`config.mk`:
```
export PLATFORM = sky130hd
export DESIGN_NAME = demux_1x2_32bit_buf
export DESIGN_NICKNAME = d
export VERILOG_FILES = /design/src/rtl/demux_pkg.sv /design/src/rtl/demux_lane_fifo.sv /design/src/rtl/demux_1x2_32bit_buf.sv
export SDC_FILE = /design/constraint.sdc
export NUM_CORES = 1
export LEC_CHECK = 0
export BUFFER_PORTS_ARGS = -buffer_cell sky130_fd_sc_hd__buf_4
export CAP_MARGIN = 15
export CORE_ASPECT_RATIO = 1.2
export CORE_MARGIN = 5
export CORE_UTILIZATION = 45
export CTS_BUF_LIST = sky130_fd_sc_hd__clkbuf_16
export DETAILED_ROUTE_END_ITERATION = 8
export PLACE_DENSITY_LB_ADDON = 0.12
export SLEW_MARGIN = 20
export SYNTH_ARGS = -nofsm -noshare
export SYNTH_HDL_FRONTEND = slang
export SYNTH_HIERARCHICAL = 1
export SYNTH_SLANG_ARGS = --single-unit
```
`constraint.sdc`:
```
create_clock -name clk -period 3.16 [get_ports clk]
set_input_delay 0.632 -clock clk [delete_from_list [all_inputs] [get_ports clk]]
set_output_delay 0.632 -clock clk [all_outputs]
set_load 0.01 [all_outputs]
```
`src/rtl/demux_pkg.sv`:
```
// Shared definitions for the buffered 1-to-2 demultiplexer.
//   DEMUX_WIDTH_DEFAULT : default data word width
//   DEMUX_DEPTH_DEFAULT : default entries per output lane FIFO
//   LANE0 / LANE1       : encodings of the select input
package demux_pkg;

    localparam int unsigned DEMUX_WIDTH_DEFAULT = 32;
    localparam int unsigned DEMUX_DEPTH_DEFAULT = 2;

    localparam logic LANE0 = 1'b0;
    localparam logic LANE1 = 1'b1;

endpackage

```
`src/rtl/demux_lane_fifo.sv`:
```
// Single output lane of the demultiplexer: a small synchronous FIFO.
// Ports:
//   clk       : clock, rising edge
//   reset_n   : asynchronous active-low reset, flushes the lane
//   push      : write push_data this edge (ignored while full)
//   push_data : word to write
//   pop       : drop the head entry this edge (ignored while empty)
//   full      : count == DEPTH (registered)
//   empty     : count == 0 (registered)
//   head_data : oldest stored word; meaningless while empty
// DEPTH must be a power of two (>= 2) so the pointers wrap naturally.
module demux_lane_fifo #(
    parameter int unsigned WIDTH = 32,
    parameter int unsigned DEPTH = 2
) (
    input  logic             clk,
    input  logic             reset_n,
    input  logic             push,
    input  logic [WIDTH-1:0] push_data,
    input  logic             pop,
    output logic             full,
    output logic             empty,
    output logic [WIDTH-1:0] head_data
);

    localparam int unsigned PTR_W = $clog2(DEPTH);
    localparam int unsigned CNT_W = PTR_W + 1;

    logic [WIDTH-1:0] mem [DEPTH];
    logic [PTR_W-1:0] wr_ptr_q, wr_ptr_d;
    logic [PTR_W-1:0] rd_ptr_q, rd_ptr_d;
    logic [CNT_W-1:0] count_q,  count_d;
    logic             do_push;
    logic             do_pop;

    assign full      = (count_q == CNT_W'(DEPTH));
    assign empty     = (count_q == '0);
    assign head_data = mem[rd_ptr_q];

    // Guard against overflow/underflow locally so the lane is safe on its own.
    assign do_push = push && !full;
    assign do_pop  = pop && !empty;

    always_comb begin
        wr_ptr_d = wr_ptr_q;
        rd_ptr_d = rd_ptr_q;
        count_d  = count_q;
        if (do_push) begin
            wr_ptr_d = wr_ptr_q + PTR_W'(1);
        end
        if (do_pop) begin
            rd_ptr_d = rd_ptr_q + PTR_W'(1);
        end
        if (do_push && !do_pop) begin
            count_d = count_q + CNT_W'(1);
        end else if (!do_push && do_pop) begin
            count_d = count_q - CNT_W'(1);
        end
    end

    always_ff @(posedge clk or negedge reset_n) begin
        if (!reset_n) begin
            wr_ptr_q <= '0;
            rd_ptr_q <= '0;
            count_q  <= '0;
        end else begin
            wr_ptr_q <= wr_ptr_d;
            rd_ptr_q <= rd_ptr_d;
            count_q  <= count_d;
        end
    end

    // Storage needs no reset: the head is only exposed while count != 0.
    always_ff @(posedge clk) begin
        if (do_push) begin
            mem[wr_ptr_q] <= push_data;
        end
    end

endmodule

```
`src/rtl/demux_1x2_32bit_buf.sv`:
```
// Buffered 1-to-2 demultiplexer: steers one valid/ready input stream into one
// of two independently buffered output lanes chosen by select.
// Ports:
//   clk, reset_n           : clock and asynchronous active-low reset
//   in_data/in_valid       : producer word and valid
//   select                 : destination lane (0 = lane 0, 1 = lane 1)
//   in_ready               : selected lane has room (registered full flag only)
//   out0_data/valid/ready  : lane 0 output handshake, data zero when not valid
//   out1_data/valid/ready  : lane 1 output handshake, data zero when not valid
module demux_1x2_32bit_buf
    import demux_pkg::*;
#(
    parameter int unsigned WIDTH = DEMUX_WIDTH_DEFAULT,
    parameter int unsigned DEPTH = DEMUX_DEPTH_DEFAULT
) (
    input  logic             clk,
    input  logic             reset_n,
    input  logic [WIDTH-1:0] in_data,
    input  logic             in_valid,
    input  logic             select,
    output logic             in_ready,
    output logic [WIDTH-1:0] out0_data,
    output logic             out0_valid,
    input  logic             out0_ready,
    output logic [WIDTH-1:0] out1_data,
    output logic             out1_valid,
    input  logic             out1_ready
);

    logic             full0, full1;
    logic             empty0, empty1;
    logic [WIDTH-1:0] head0, head1;
    logic             push0, push1;
    logic             in_fire;

    // Only registered full flags feed in_ready, so a pop on the addressed lane
    // cannot open it in the same cycle and out*_ready never reaches in_ready.
    assign in_ready = (select == LANE1) ? !full1 : !full0;
    assign in_fire  = in_valid && in_ready;
    assign push0    = in_fire && (select == LANE0);
    assign push1    = in_fire && (select == LANE1);

    assign out0_valid = !empty0;
    assign out1_valid = !empty1;
    assign out0_data  = out0_valid ? head0 : '0;
    assign out1_data  = out1_valid ? head1 : '0;

    demux_lane_fifo #(
        .WIDTH (WIDTH),
        .DEPTH (DEPTH)
    ) u_lane0 (
        .clk       (clk),
        .reset_n   (reset_n),
        .push      (push0),
        .push_data (in_data),
        .pop       (out0_ready),
        .full      (full0),
        .empty     (empty0),
        .head_data (head0)
    );

    demux_lane_fifo #(
        .WIDTH (WIDTH),
        .DEPTH (DEPTH)
    ) u_lane1 (
        .clk       (clk),
        .reset_n   (reset_n),
        .push      (push1),
        .push_data (in_data),
        .pop       (out1_ready),
        .full      (full1),
        .empty     (empty1),
        .head_data (head1)
    );

endmodule

```
---- Yosys cells after proc, flatten, opt, wreduce, memory -nomap -nowiden ----
Memory sizes are Yosys's and may differ from the RTL's.
Index checks and enable logic that the tools add are counted.
cells by class
  add/subtract/negate cells ............... 8
  eq/ne operators ......................... 2
  multiplexer cells ....................... 11
  bitwise logic cells ..................... 1
  reduce and logical (&&, ||, !) cells .... 23
operators by type and width
  operator               count
  $mux W32               2
  $logic_and A1 B1 Y1    11
  $logic_not A1 Y1       8
  $mux W2                4
  $mux W1                5
  $add A1 B1 Y1 const B  4
  $add A2 B1 Y2 const B  2
  $eq A2 B2 Y1 const B   2
  $logic_not A2 Y1       2
  $reduce_bool A2 Y1     2
  $sub A2 B1 Y2 const B  2
  $not A1 Y1             1
word-level totals
  register bits ........................... 8
  bits in writable memories ............... 128
  input port bits ......................... 38
  memories kept ........................... 2
memory list
  name         depth  width  read ports  clocked after memory_dff  write ports  RTL line               RTL
  u_lane0.mem  2      32     1           0                         1            demux_lane_fifo.sv:29  logic [WIDTH-1:0] mem [DEPTH];
  u_lane1.mem  2      32     1           0                         1            demux_lane_fifo.sv:29

---- Longest topological paths before layout ----
Gate-level depths: netlist of the first run.
  depth after elaboration ................. 10
  mapped depth ............................ 9
  gate-level depth less buffers ........... 9

---- Hierarchy ----
Netlist of the first run, hierarchy kept.
modules (own cells, without submodules)
  module               instances  cells an instance  area an instance (sq um)  seq. area each (sq um)
  demux_lane_fifo      2          119                2658.8                    2021.9
  demux_1x2_32bit_buf  1          75                 464.2                     0.0

---- Least setup slack after synthesis of the first run ----
No wires, ideal clock.
  path type ............................... input port to flip-flop
  start point ............................. in select
  end point ............................... mem u_lane0.mem[0][0], enable pin
  arrival ................................. 2326 ps
  setup slack ............................. 413 ps
  stages .................................. 3
  cell sequence ........................... nor3b_1 nand2_1 nor2_1
between the ends
  cells in the longest elaborated chain, start to end .. 6
  elaborated cells on any way between the ends .. 7
  those cells by class .................... mux (3); bitwise (1); reduce/logical (3)
ends and longest elaborated chain
  what                             RTL line                   RTL
  start: declaration               demux_1x2_32bit_buf.sv:20  input logic select,
  $mux W1                          demux_1x2_32bit_buf.sv:38  assign in_ready = (select == LANE1) ? !full1 : !full0;
  $logic_and A1 B1 Y1              demux_1x2_32bit_buf.sv:39  assign in_fire = in_valid && in_ready;
  $logic_and A1 B1 Y1 *            demux_1x2_32bit_buf.sv:40  assign push0 = in_fire && (select == LANE0);
  $logic_and A1 B1 Y1 *            demux_lane_fifo.sv:41      assign do_push = push && !full;
  $mux W1 *                        demux_lane_fifo.sv:75      if (do_push) begin
  $mux W1 (not written as such) *  demux_lane_fifo.sv:76      mem[wr_ptr_q] <= push_data;
  end: declaration                 demux_lane_fifo.sv:29
Every way passes the cells marked *; elsewhere a longest branch is shown, timed or not.

---- Final worst setup path of the first run ----
  start point ............................. reg u_lane1.rd_ptr_q
  end point ............................... out out1_data[4]
between the ends
  cells in the longest elaborated chain, start to end .. 2
ends and longest elaborated chain
  what                      RTL line                   RTL
  start: declaration        demux_lane_fifo.sv:31      logic [PTR_W-1:0] rd_ptr_q, rd_ptr_d;
  start signal: assignment  demux_lane_fifo.sv:68      rd_ptr_q <= rd_ptr_d;
  $mem_v2 Z2 W32            --
  named net head1[4]        demux_1x2_32bit_buf.sv:32  logic [WIDTH-1:0] head0, head1;
  $mux W32                  demux_1x2_32bit_buf.sv:46  assign out1_data = out1_valid ? head1 : '0;
  end: declaration          demux_1x2_32bit_buf.sv:25  output logic [WIDTH-1:0] out1_data,
The timed path passes the listed nets, and every way through them passes these cells.

==> flow_metrics.env, run 1 <==
export IMPL_synth_cell_type_count=20
export IMPL_postPlaceCellArea_mm2=0.006763
export IMPL_max_vdd_ir_drop_uv=451.9
export IMPL_design_area_mm2=0.007388
export IMPL_synthTopCellsByArea="edfxtp_1 (66%), mux2_4 (15%), nor2b_1 (6.9%)"
export IMPL_htreeDepth=4
export IMPL_crit_top_cell="buf_4"
export IMPL_netlist_top_cells_count="edfxtp_1 (128), nor2b_1 (64), mux2_4 (58)"
export IMPL_ioPinCount=105
export IMPL_synth_area_mm2=0.005782
export IMPL_grt_setup_unrepaired="false"
export IMPL_synthFlopType="edfxtp_1"
export IMPL_cpPeakStageDelay_ns=0.61
export IMPL_maxSlewHeadroom_pct=66.37
export IMPL_timing_worst_setup_path_type="reg -> out"
export IMPL_tightestPinTransition_ns=0.5033
export IMPL_critPathSlowestCell="dfrtp_2"
export IMPL_hold_ws_ns=0.03918
export IMPL_die_width_um=113.5
export IMPL_p_int_uw=5041
export IMPL_antenna_found_initial=0
export IMPL_wirelength_mm=10.89
export IMPL_area_delta_synth_final_pct=27.79
export IMPL_slew_violations=0
export IMPL_grt_max_degree=27
export IMPL_synth_edf_count=128
export IMPL_cts_made_buffers=17
export IMPL_syn_nets=353
export IMPL_drtPass1Iterations=6
export IMPL_clock_sinks=136
export IMPL_path_delay_family="flip-flops"
export IMPL_insertion_delay_ns=0.41
export IMPL_grt_overflow=0
export IMPL_synthCells=313
export IMPL_start_util_pct=45.84
export IMPL_fp_dieH_um=134.2
export IMPL_power_switching_uw=2130
export IMPL_min_period_ns=2.600
export IMPL_syn_area_per_cell_um2=18.47
export IMPL_clockPowerShare_pct=28.7
export IMPL_finalHoldViolations=0
export IMPL_cts_resized=0
export IMPL_maxCapViolations=0
export IMPL_startpoint_type="register"
export IMPL_grt_pass1_wl_mm=16.77
export IMPL_io_buffers=104
export IMPL_synth_most_common_cell="edfxtp_1"
export IMPL_gp_congestion=0.7080
export IMPL_power_frac_seq_pct=34.2
export IMPL_ys_seq_elements=136
export IMPL_cts_hold_buf=0
export IMPL_drcViolationCount=0
export IMPL_cellLeakagePower_uw=0.002935
export IMPL_nets=473
export IMPL_synth_top_cell_area_share_pct=66.48
export IMPL_yosysSeqAreaShare_pct=69.94
export IMPL_n_antenna_cell=0
export IMPL_dr_first_iter_drc_count=102
export IMPL_wl_per_cell_um=17.85
export IMPL_setup_violations_final=0
export IMPL_power_uw=7171
export IMPL_grt_pass1_vias=3029
export IMPL_worst_ep_required_time_ns=2.53
export IMPL_fp_row_count=45
export IMPL_async_reset_ff_share_pct=5.882
export IMPL_p_comb_share_pct=37.1
export IMPL_drive_gt1_share_pct=48.65
export IMPL_path_buf_inv=2
export IMPL_dp_hpwl_mm=7.160
export IMPL_path_clk_slew_ns=0.05
export IMPL_arrival_ns=1.97
export IMPL_post_cts_buffers=0
export IMPL_max_freq_mhz=384.7
export IMPL_finalCritPeriodShare_pct=82.27
export IMPL_holdCritPathClass="in -> async"
export IMPL_vias=2878
export IMPL_ys_warn_count=6
export IMPL_core_mm2=0.01261
export IMPL_ant_nets=0
export IMPL_yosys_area_top_type="edfxtp_1"
export IMPL_power_density_mw_per_mm2=970.5
export IMPL_fin_skew_ns=0.007969
export IMPL_cp_cell_sequence="buf_4 > mux2_4 > nor2b_1 > buf_4"
export IMPL_timing_setup_tns_ns=0
export IMPL_viasPerCell=4.718
export IMPL_grt_total_usage_pct=14.91
export IMPL_cp_max_fo=14
export IMPL_cts_root_buf="clkbuf_16"
export IMPL_outcome="finished, final reports clean"
export IMPL_dieArea_mm2=0.01522
export IMPL_end_kind="output pin"
export IMPL_clock_path_buffers=2
export IMPL_switching_share_pct=29.70
export IMPL_cts_tree="built"
[power by group through the flow]
stage | Combinational, uW | Sequential, uW | Clock [uW]
2_1_floorplan | 1780 | 2390 | 0
3_3_place_gp | 2700 | 2480 | 0
3_5_place_dp | 2710 | 2490 | 0
4_1_cts | 2720 | 2460 | 2100
5_1_grt | 2850 | 2480 | 2190
6_report | 2660 | 2450 | 2060
[state kept, by name (all words and copies together), names as in the netlist]
name / flops
u_lane0/mem: 64
u_lane0/rd_ptr_q: 1
u_lane0/count_q: 2
u_lane1/wr_ptr_q: 1
u_lane1/rd_ptr_q: 1
u_lane0/wr_ptr_q: 1
u_lane1/mem: 64
u_lane1/count_q: 2
[worst paths after layout]
check | startpoint | end | slack [ns] | depth (start not counted)
min | reset_n | u_lane1/count_q[0] | 0.04 | 1
max in group asynchronous | reset_n | u_lane1/rd_ptr_q | 2.97 | 1
min in group clk | in_data[7] | u_lane0/mem[0][7] | 0.42 | 1
max reg2reg | u_lane1/count_q[0] | u_lane1/mem[1][30] | 1.05 | 5
min reg2reg | u_lane0/wr_ptr_q | u_lane0/wr_ptr_q | 0.54 | 1
max | u_lane1/rd_ptr_q | out1_data[4] | 0.56 | 4
[layer usage]
| layer | routed length (um) | GRT usage [%] |
|---|---|---|
| met5 | 0 | 0 |
| met4 | 91 | 4.609 |
| met3 | 609 | 5.325 |
| met2 | 5550 | 24.30 |
| met1 | 4636 | 18.65 |
[per-stage QoR]
stage          std cells  util [%]  setup WS [ns]
2_1_floorplan        313         -         0.4134
3_3_place_gp         578     53.62         0.9635
5_1_grt              610     58.58         0.4453
6_report             610     58.58         0.5604
4_1_cts              610     58.58         0.5045
3_5_place_dp         578     53.62         0.9544
[logic make-up after synthesis]
family / count (synthesis) / share of synthesized area (%)
flip-flops: 136 / 69.94
AND/OR/NAND/NOR: 78 / 8.158
multiplexers: 65 / 16.40
buffers and inverters: 20 / 3.376
XOR/XNOR: 10 / 1.515
AO/OA/AOI/OAI: 2 / 0.1731
adder cells (fa/ha/maj): 2 / 0.4327
[final cells by class]
type                       count  area [um2]
fill                        1003        5224
sequential                   136        4046
multi-input combinational    157        1575
timing repair buffer         115       913.4
clock buffer                  17       425.4
tap                          164       205.2
clock inverter                15       200.2
inverter                       6       22.52
[cell usage in the layout, fill, tap and decap left out]
cell / netlist / routed
edfxtp_1: 128 / 128
buf_4: 0 / 111
nor2b_1: 64 / 64
mux2_4: 58 / 58
clkbuf_16: 0 / 17
inv_1: 6 / 7
mux2_2: 6 / 6
xnor2_1: 6 / 6
dfrtp_1: 8 / 6
inv_6: 0 / 4
bufinv_16: 0 / 4
buf_12: 6 / 4
nor2_4: 0 / 4
xor2_1: 4 / 4
clkinv_4: 0 / 2
clkinvlp_4: 0 / 2
nand2b_1: 2 / 2
nand2_1: 2 / 2
o21ai_1: 2 / 2
and3_2: 0 / 2
nor2_1: 6 / 2
ha_1: 2 / 2
dfrtp_2: 0 / 2
mux2i_1: 1 / 1
nor3b_1: 1 / 1
and3b_1: 1 / 1
clkinv_1: 0 / 1
clkinv_2: 0 / 1
Note: power is estimated with default switching activity, not from simulation.
==> inputs of run 2 (changes only) <==
==> constraint.sdc (replaced) <==
create_clock -name clk -period 2.2 [get_ports clk]
set_input_delay 0.44 -clock clk [delete_from_list [all_inputs] [get_ports clk]]
set_output_delay 0.44 -clock clk [all_outputs]
set_load 0.01 [all_outputs]
==> run 2 against run 1 <==
  * Cell area up 0.24%
  * Flip-flop and latch count unchanged
  * Cell count up 1.1%
  * Setup slack worse by 0.49 ns
  * Sequential power up 41%
  * Non-clock buffer count up 8
  * Largest cell class unchanged
==> flow_metrics.env, run 2 (same netlist as run 1, synthesis figures left out) <==
export IMPL_grt_overflow=0
export IMPL_cts_tree="built"
export IMPL_finalHoldViolations=0
export IMPL_start_util_pct=45.84
export IMPL_maxSlewHeadroom_pct=81.79
export IMPL_drtPass1Iterations=6
export IMPL_viasPerCell=4.747
export IMPL_io_buffers=104
export IMPL_critPathSlowestCell="dfrtp_2"
export IMPL_grt_pass1_wl_mm=16.98
export IMPL_drcViolationCount=0
export IMPL_power_switching_uw=2973
export IMPL_cts_made_buffers=17
export IMPL_crit_top_cell="buf_4"
export IMPL_final_cell_mix="edfxtp_1 (128), buf_4 (117), nor2b_1 (64)"
export IMPL_max_freq_mhz=470.5
export IMPL_maxCapViolations=0
export IMPL_die_width_um=113.5
export IMPL_p_comb_share_pct=39.4
export IMPL_layout_commonest_cell="edfxtp_1"
export IMPL_grt_max_degree=26
export IMPL_setup_violations_final=0
export IMPL_cp_cell_sequence="buf_4 > mux2_4 > nor2b_1 > buf_4"
export IMPL_dieArea_mm2=0.01522
export IMPL_n_antenna_cell=0
export IMPL_clockPowerShare_pct=26.5
export IMPL_core_mm2=0.01261
export IMPL_grt_total_usage_pct=15.10
export IMPL_htreeDepth=4
export IMPL_arrival_ns=1.69
export IMPL_finalCritPeriodShare_pct=96.61
export IMPL_drive_gt1_share_pct=48.34
export IMPL_fin_ws_ns=0.07459
export IMPL_power_frac_seq_pct=34.2
export IMPL_biggestRegsByFlops="u_lane0/mem: 64 flops, u_lane1/mem: 64 flops"
export IMPL_min_period_ns=2.125
export IMPL_grt_setup_unrepaired="false"
export IMPL_post_route_util_pct=58.72
export IMPL_seqCellArea_mm2=0.004046
export IMPL_vias=2929
export IMPL_startpoint_type="register"
export IMPL_fin_skew_ns=0.007068
export IMPL_rrSetupSlack_ns=0.30
export IMPL_gp_congestion=0.7257
export IMPL_grt_pass1_vias=3145
export IMPL_cp_max_fo=8
export IMPL_switching_share_pct=29.35
export IMPL_cpPeakStageDelay_ns=0.42
export IMPL_multiInputGateArea_mm2=0.001575
export IMPL_path_clk_slew_ns=0.05
export IMPL_cts_root_buf="clkbuf_16"
export IMPL_tightestPinTransition_ns=0.2732
export IMPL_max_vdd_ir_drop_uv=553.8
export IMPL_clock_path_buffers=2
export IMPL_wl_per_cell_um=17.60
export IMPL_wirelength_mm=10.86
export IMPL_slew_violations=0
export IMPL_worst_ep_required_time_ns=1.76
export IMPL_fill_cells=1029
export IMPL_timing_worst_setup_path_type="reg -> out"
export IMPL_clock_sinks=136
export IMPL_ant_nets=0
export IMPL_dp_hpwl_mm=7.315
export IMPL_insertion_delay_ns=0.40
export IMPL_antenna_found_initial=0
export IMPL_outcome="finished, final reports clean"
export IMPL_timing_setup_tns_ns=0
export IMPL_area_delta_synth_final_pct=28.09
export IMPL_p_int_uw=7156
export IMPL_ioPinCount=105
export IMPL_fp_row_count=45
export IMPL_cellLeakagePower_uw=0.002960
export IMPL_end_kind="output pin"
export IMPL_pre_cts_ws_ns=0.2908
export IMPL_dr_first_iter_drc_count=78
export IMPL_path_delay_family="flip-flops"
export IMPL_holdCritPathClass="in -> reg"
export IMPL_power_density_mw_per_mm2=1368
export IMPL_hold_ws_ns=0.2348
export IMPL_path_buf_inv=2
export IMPL_nets=481
export IMPL_fp_dieH_um=134.2
-- run 2: changes by cell type in the layout (fill, tap and decap cells not counted) --
cell,before,now
dlygate4sd3_1,0,1
clkinv_2,1,3
inv_6,4,0
buf_12,4,5
clkinv_4,2,0
buf_4,111,117
bufinv_16,4,3
clkinv_1,1,3
inv_1,7,9
-- run 2: routing by layer --
metal | GRT usage, % | up-vias | share of wire, %
li1 | - | 1398 | -
met1 | 17.67 | 1443 | 40
met2 | 25.64 | 70 | 52
met3 | 4.603 | 18 | 5.5
met4 | 6.413 | 0 | 1.6
met5 | 0 | - | 0
-- run 2: through the flow --
| step | cells | total power [uW] | area, um2 |
|---|---|---|---|
| finish | 617 | 10130 | 7406 |
| global route | 617 | 10680 | 7406 |
| CTS | 617 | 10290 | 7401 |
| detailed placement | 584 | 7547 | 6808 |
| global placement | 584 | 7497 | 6808 |
| floorplan | 313 | 5988 | 5787 |
-- run 2: repair_timing --
| item | in CTS | in global routing |
|---|---|---|
| endpoints found under the setup margin | 43 | 2 |
| hold endpoints to repair | 8 | 0 |
| hold buffers | 1 | 0 |
| gates resized for setup | 2 | 1 |
| setup buffers | 1 | 0 |
-- run 2: layout make-up --
type / count / share of cell area [%]
tap: 164 / 2.771
timing repair buffer: 123 / 13.35
sequential: 136 / 54.64
inverter: 6 / 0.3041
clock buffer: 17 / 5.744
multi-input combinational: 157 / 21.27
clock inverter: 14 / 1.926
-- run 2: path summary, 6_finish.rpt --
path / startpoint / end / depth (start not counted)
setup / recovery: u_lane0/rd_ptr_q / out0_data[0] / 4
setup reg to reg: u_lane0/count_q[0] / u_lane0/mem[0][30] / 6
hold reg to reg: u_lane0/wr_ptr_q / u_lane0/wr_ptr_q / 1
min in group asynchronous: reset_n / u_lane0/wr_ptr_q / 2
max in group asynchronous: reset_n / u_lane1/rd_ptr_q / 2
hold / removal: in_data[5] / u_lane0/mem[0][5] / 1
-- run 2: power by group through the flow --
stage	logic, uW	clock network, uW	registers (uW)
6_report	3990	2680	3460
5_1_grt	4300	2890	3500
4_1_cts	4080	2750	3460
3_5_place_dp	4010	0	3540
3_3_place_gp	3970	0	3520
2_1_floorplan	2560	0	3430
==> inputs of run 3 (changes only) <==
--- a/config.mk
+++ b/config.mk
@@ -12,7 +12,7 @@
 export CORE_UTILIZATION = 45
 export CTS_BUF_LIST = sky130_fd_sc_hd__clkbuf_16
 export DETAILED_ROUTE_END_ITERATION = 8
-export PLACE_DENSITY_LB_ADDON = 0.12
+export PLACE_DENSITY = 0.73
 export SLEW_MARGIN = 20
 export SYNTH_ARGS = -nofsm -noshare
 export SYNTH_HDL_FRONTEND = slang
==> run 3 against run 2 <==
  * Cell area down 0.24%
  * Die area unchanged
  * Largest cell class unchanged
  * Routed wire length down 0.87%
  * Worst hold slack worse by 0.0011 ns
  * Total power about the same
  * Flip-flop and latch count unchanged
  * Combinational power down 2%
  * Critical path type unchanged
  * Largest power group unchanged
==> flow_metrics.env, run 3 (same netlist as run 1, synthesis figures left out) <==
export IMPL_outcome="finished, final reports clean"
export IMPL_dr_first_iter_drc_count=92
export IMPL_vias=2919
export IMPL_seqCellArea_mm2=0.004046
export IMPL_ant_nets=0
export IMPL_power_density_mw_per_mm2=1371
export IMPL_layout_commonest_cell="edfxtp_1"
export IMPL_io_buffers=104
export IMPL_setup_violations_final=0
export IMPL_maxCapViolations=0
export IMPL_antenna_found_initial=0
export IMPL_fin_cells=613
export IMPL_cts_root_buf="clkbuf_16"
export IMPL_die_width_um=113.5
export IMPL_max_vdd_ir_drop_uv=817.2
export IMPL_tightestPinTransition_ns=0.2898
export IMPL_nets=477
export IMPL_slew_violations=0
export IMPL_drcViolationCount=0
export IMPL_post_cts_buffers=0
export IMPL_r2r_end="u_lane0/count_q[1]"
export IMPL_grt_total_usage_pct=14.64
export IMPL_clockPowerShare_pct=27.3
export IMPL_final_cell_mix="edfxtp_1 (128), buf_4 (111), nor2b_1 (64)"
export IMPL_holdCritPathClass="in -> reg"
export IMPL_p_comb_share_pct=38.7
export IMPL_grt_max_degree=33
export IMPL_cellLeakagePower_uw=0.002932
export IMPL_cts_tree="built"
export IMPL_drive_gt1_share_pct=48.55
export IMPL_viasPerCell=4.762
export IMPL_dieArea_mm2=0.01522
export IMPL_fill_cells=1009
export IMPL_max_freq_mhz=472.8
export IMPL_hp_start="in_data[8]"
export IMPL_cts_made_buffers=17
export IMPL_drtPass1Iterations=4
export IMPL_ioPinCount=105
export IMPL_power_switching_uw=2997
export IMPL_startpoint_type="register"
export IMPL_biggestRegsByFlops="u_lane0/mem: 64 flops, u_lane1/mem: 64 flops"
export IMPL_ff2ff_path_depth=8
export IMPL_clock_path_buffers=2
export IMPL_insertion_delay_ns=0.40
export IMPL_gp_congestion=0.7185
export IMPL_timing_setup_tns_ns=0
export IMPL_start_util_pct=45.84
export IMPL_cp_cell_sequence="buf_6 > mux2_4 > nor2b_1 > buf_4"
export IMPL_hold_path_cell_count=1
export IMPL_critPathSlowestCell="dfrtp_2"
export IMPL_min_period_ns=2.115
export IMPL_path_clk_slew_ns=0.06
export IMPL_grt_pass1_vias=3173
export IMPL_cp_max_fo=17
export IMPL_p_int_uw=7135
export IMPL_finalCritPeriodShare_pct=96.13
export IMPL_fp_row_count=45
export IMPL_maxSlewHeadroom_pct=80.68
export IMPL_finalHoldViolations=0
export IMPL_fp_dieH_um=134.2
export IMPL_dp_hpwl_mm=6.972
export IMPL_wl_per_cell_um=17.56
export IMPL_whs_endpoint="u_lane0/mem[0][8]"
export IMPL_grt_setup_unrepaired="false"
export IMPL_area_delta_synth_final_pct=27.79
export IMPL_cpPeakStageDelay_ns=0.38
export IMPL_arrival_ns=1.67
export IMPL_multiInputGateArea_mm2=0.001575
export IMPL_end_kind="output pin"
export IMPL_dp_cells=581
export IMPL_fin_skew_ns=0.006026
export IMPL_core_mm2=0.01261
export IMPL_grt_pass1_wl_mm=16.53
export IMPL_grt_overflow=0
export IMPL_r2r_start="u_lane0/count_q[0]"
export IMPL_htreeDepth=4
export IMPL_switching_share_pct=29.58
export IMPL_rrSetupSlack_ns=0.26
export IMPL_n_antenna_cell=0
export IMPL_clock_sinks=136
export IMPL_post_route_util_pct=58.58
export IMPL_timing_worst_setup_path_type="reg -> out"
export IMPL_power_frac_seq_pct=34.0
export IMPL_worst_ep_required_time_ns=1.76
export IMPL_wirelength_mm=10.76
run 3: cell types whose count changed in the layout (fill, tap and decap cells not counted), sizes merged:
cell,before,now
inv,9,8
clkinvlp,2,3
buf,122,118
run 3: worst max-delay path by stage:
stage                  startpoint                  to  slack (ns)  cells past startpoint
2_1_floorplan  u_lane0/count_q[0]   u_lane0/mem[0][0]       0.005                      5
3_3_place_gp   u_lane0/count_q[0]  u_lane0/mem[0][27]        0.39                      6
3_5_place_dp   u_lane0/count_q[0]   u_lane0/mem[0][8]        0.30                      6
4_1_cts          u_lane0/rd_ptr_q       out0_data[17]        0.02                      4
5_1_grt          u_lane0/rd_ptr_q        out0_data[4]        0.01                      4
6_report         u_lane0/rd_ptr_q        out0_data[4]        0.09                      4
run 3: worst max-delay path: cells and delay by family (launching register included):
| kind | cells | cell delay (ns) |
|---|---|---|
| DFF | 1 | 0.38 |
| muxes | 1 | 0.33 |
| buffers and inverters | 2 | 0.41 |
| and+or+nand+nor | 1 | 0.15 |
run 3: metrics by stage:
step / area, um2 / hold slack [ns] / total power (uW) / worst slack (ns)
2_1_floorplan: 5787 / 0.1444 / 5988 / 0.005085
5_1_grt: 7388 / 0.2121 / 10650 / 0.01224
4_1_cts: 7385 / 0.2129 / 10300 / 0.01718
3_3_place_gp: 6785 / 0.2643 / 7404 / 0.3911
3_5_place_dp: 6785 / 0.2646 / 7474 / 0.3023
6_report: 7388 / 0.2338 / 10130 / 0.08507
run 3: what timing repair did:
action                                  4_1_cts  5_1_grt
endpoints found under the setup margin        4        3
gates cloned                                  0        0
hold endpoints to repair                      8        0
hold buffers                                  1        0
gates resized for setup                       2        1
run 3: power by group through the flow:
stage | Sequential, uW | Combinational, uW | Clock [uW]
5_1_grt | 3480 | 4210 | 2960
4_1_cts | 3450 | 4010 | 2830
2_1_floorplan | 3430 | 2560 | 0
6_report | 3450 | 3920 | 2760
3_5_place_dp | 3490 | 3980 | 0
3_3_place_gp | 3470 | 3940 | 0
run 3: area by class of cell:
type	instances	share of cell area [%]
clock buffer	17	5.758
sequential	136	54.77
clock inverter	14	2.117
multi-input combinational	157	21.32
timing repair buffer	119	12.96
tap	164	2.777
inverter	6	0.3048
run 3: metal layers:
layer | GRT usage [%] | part of all wire (%) | wire length, um
met1 | 16.34 | 40 | 4252
met2 | 25.28 | 53 | 5712
met3 | 6.047 | 6.7 | 717
met4 | 4.810 | 0.74 | 80
met5 | 0 | 0 | 0
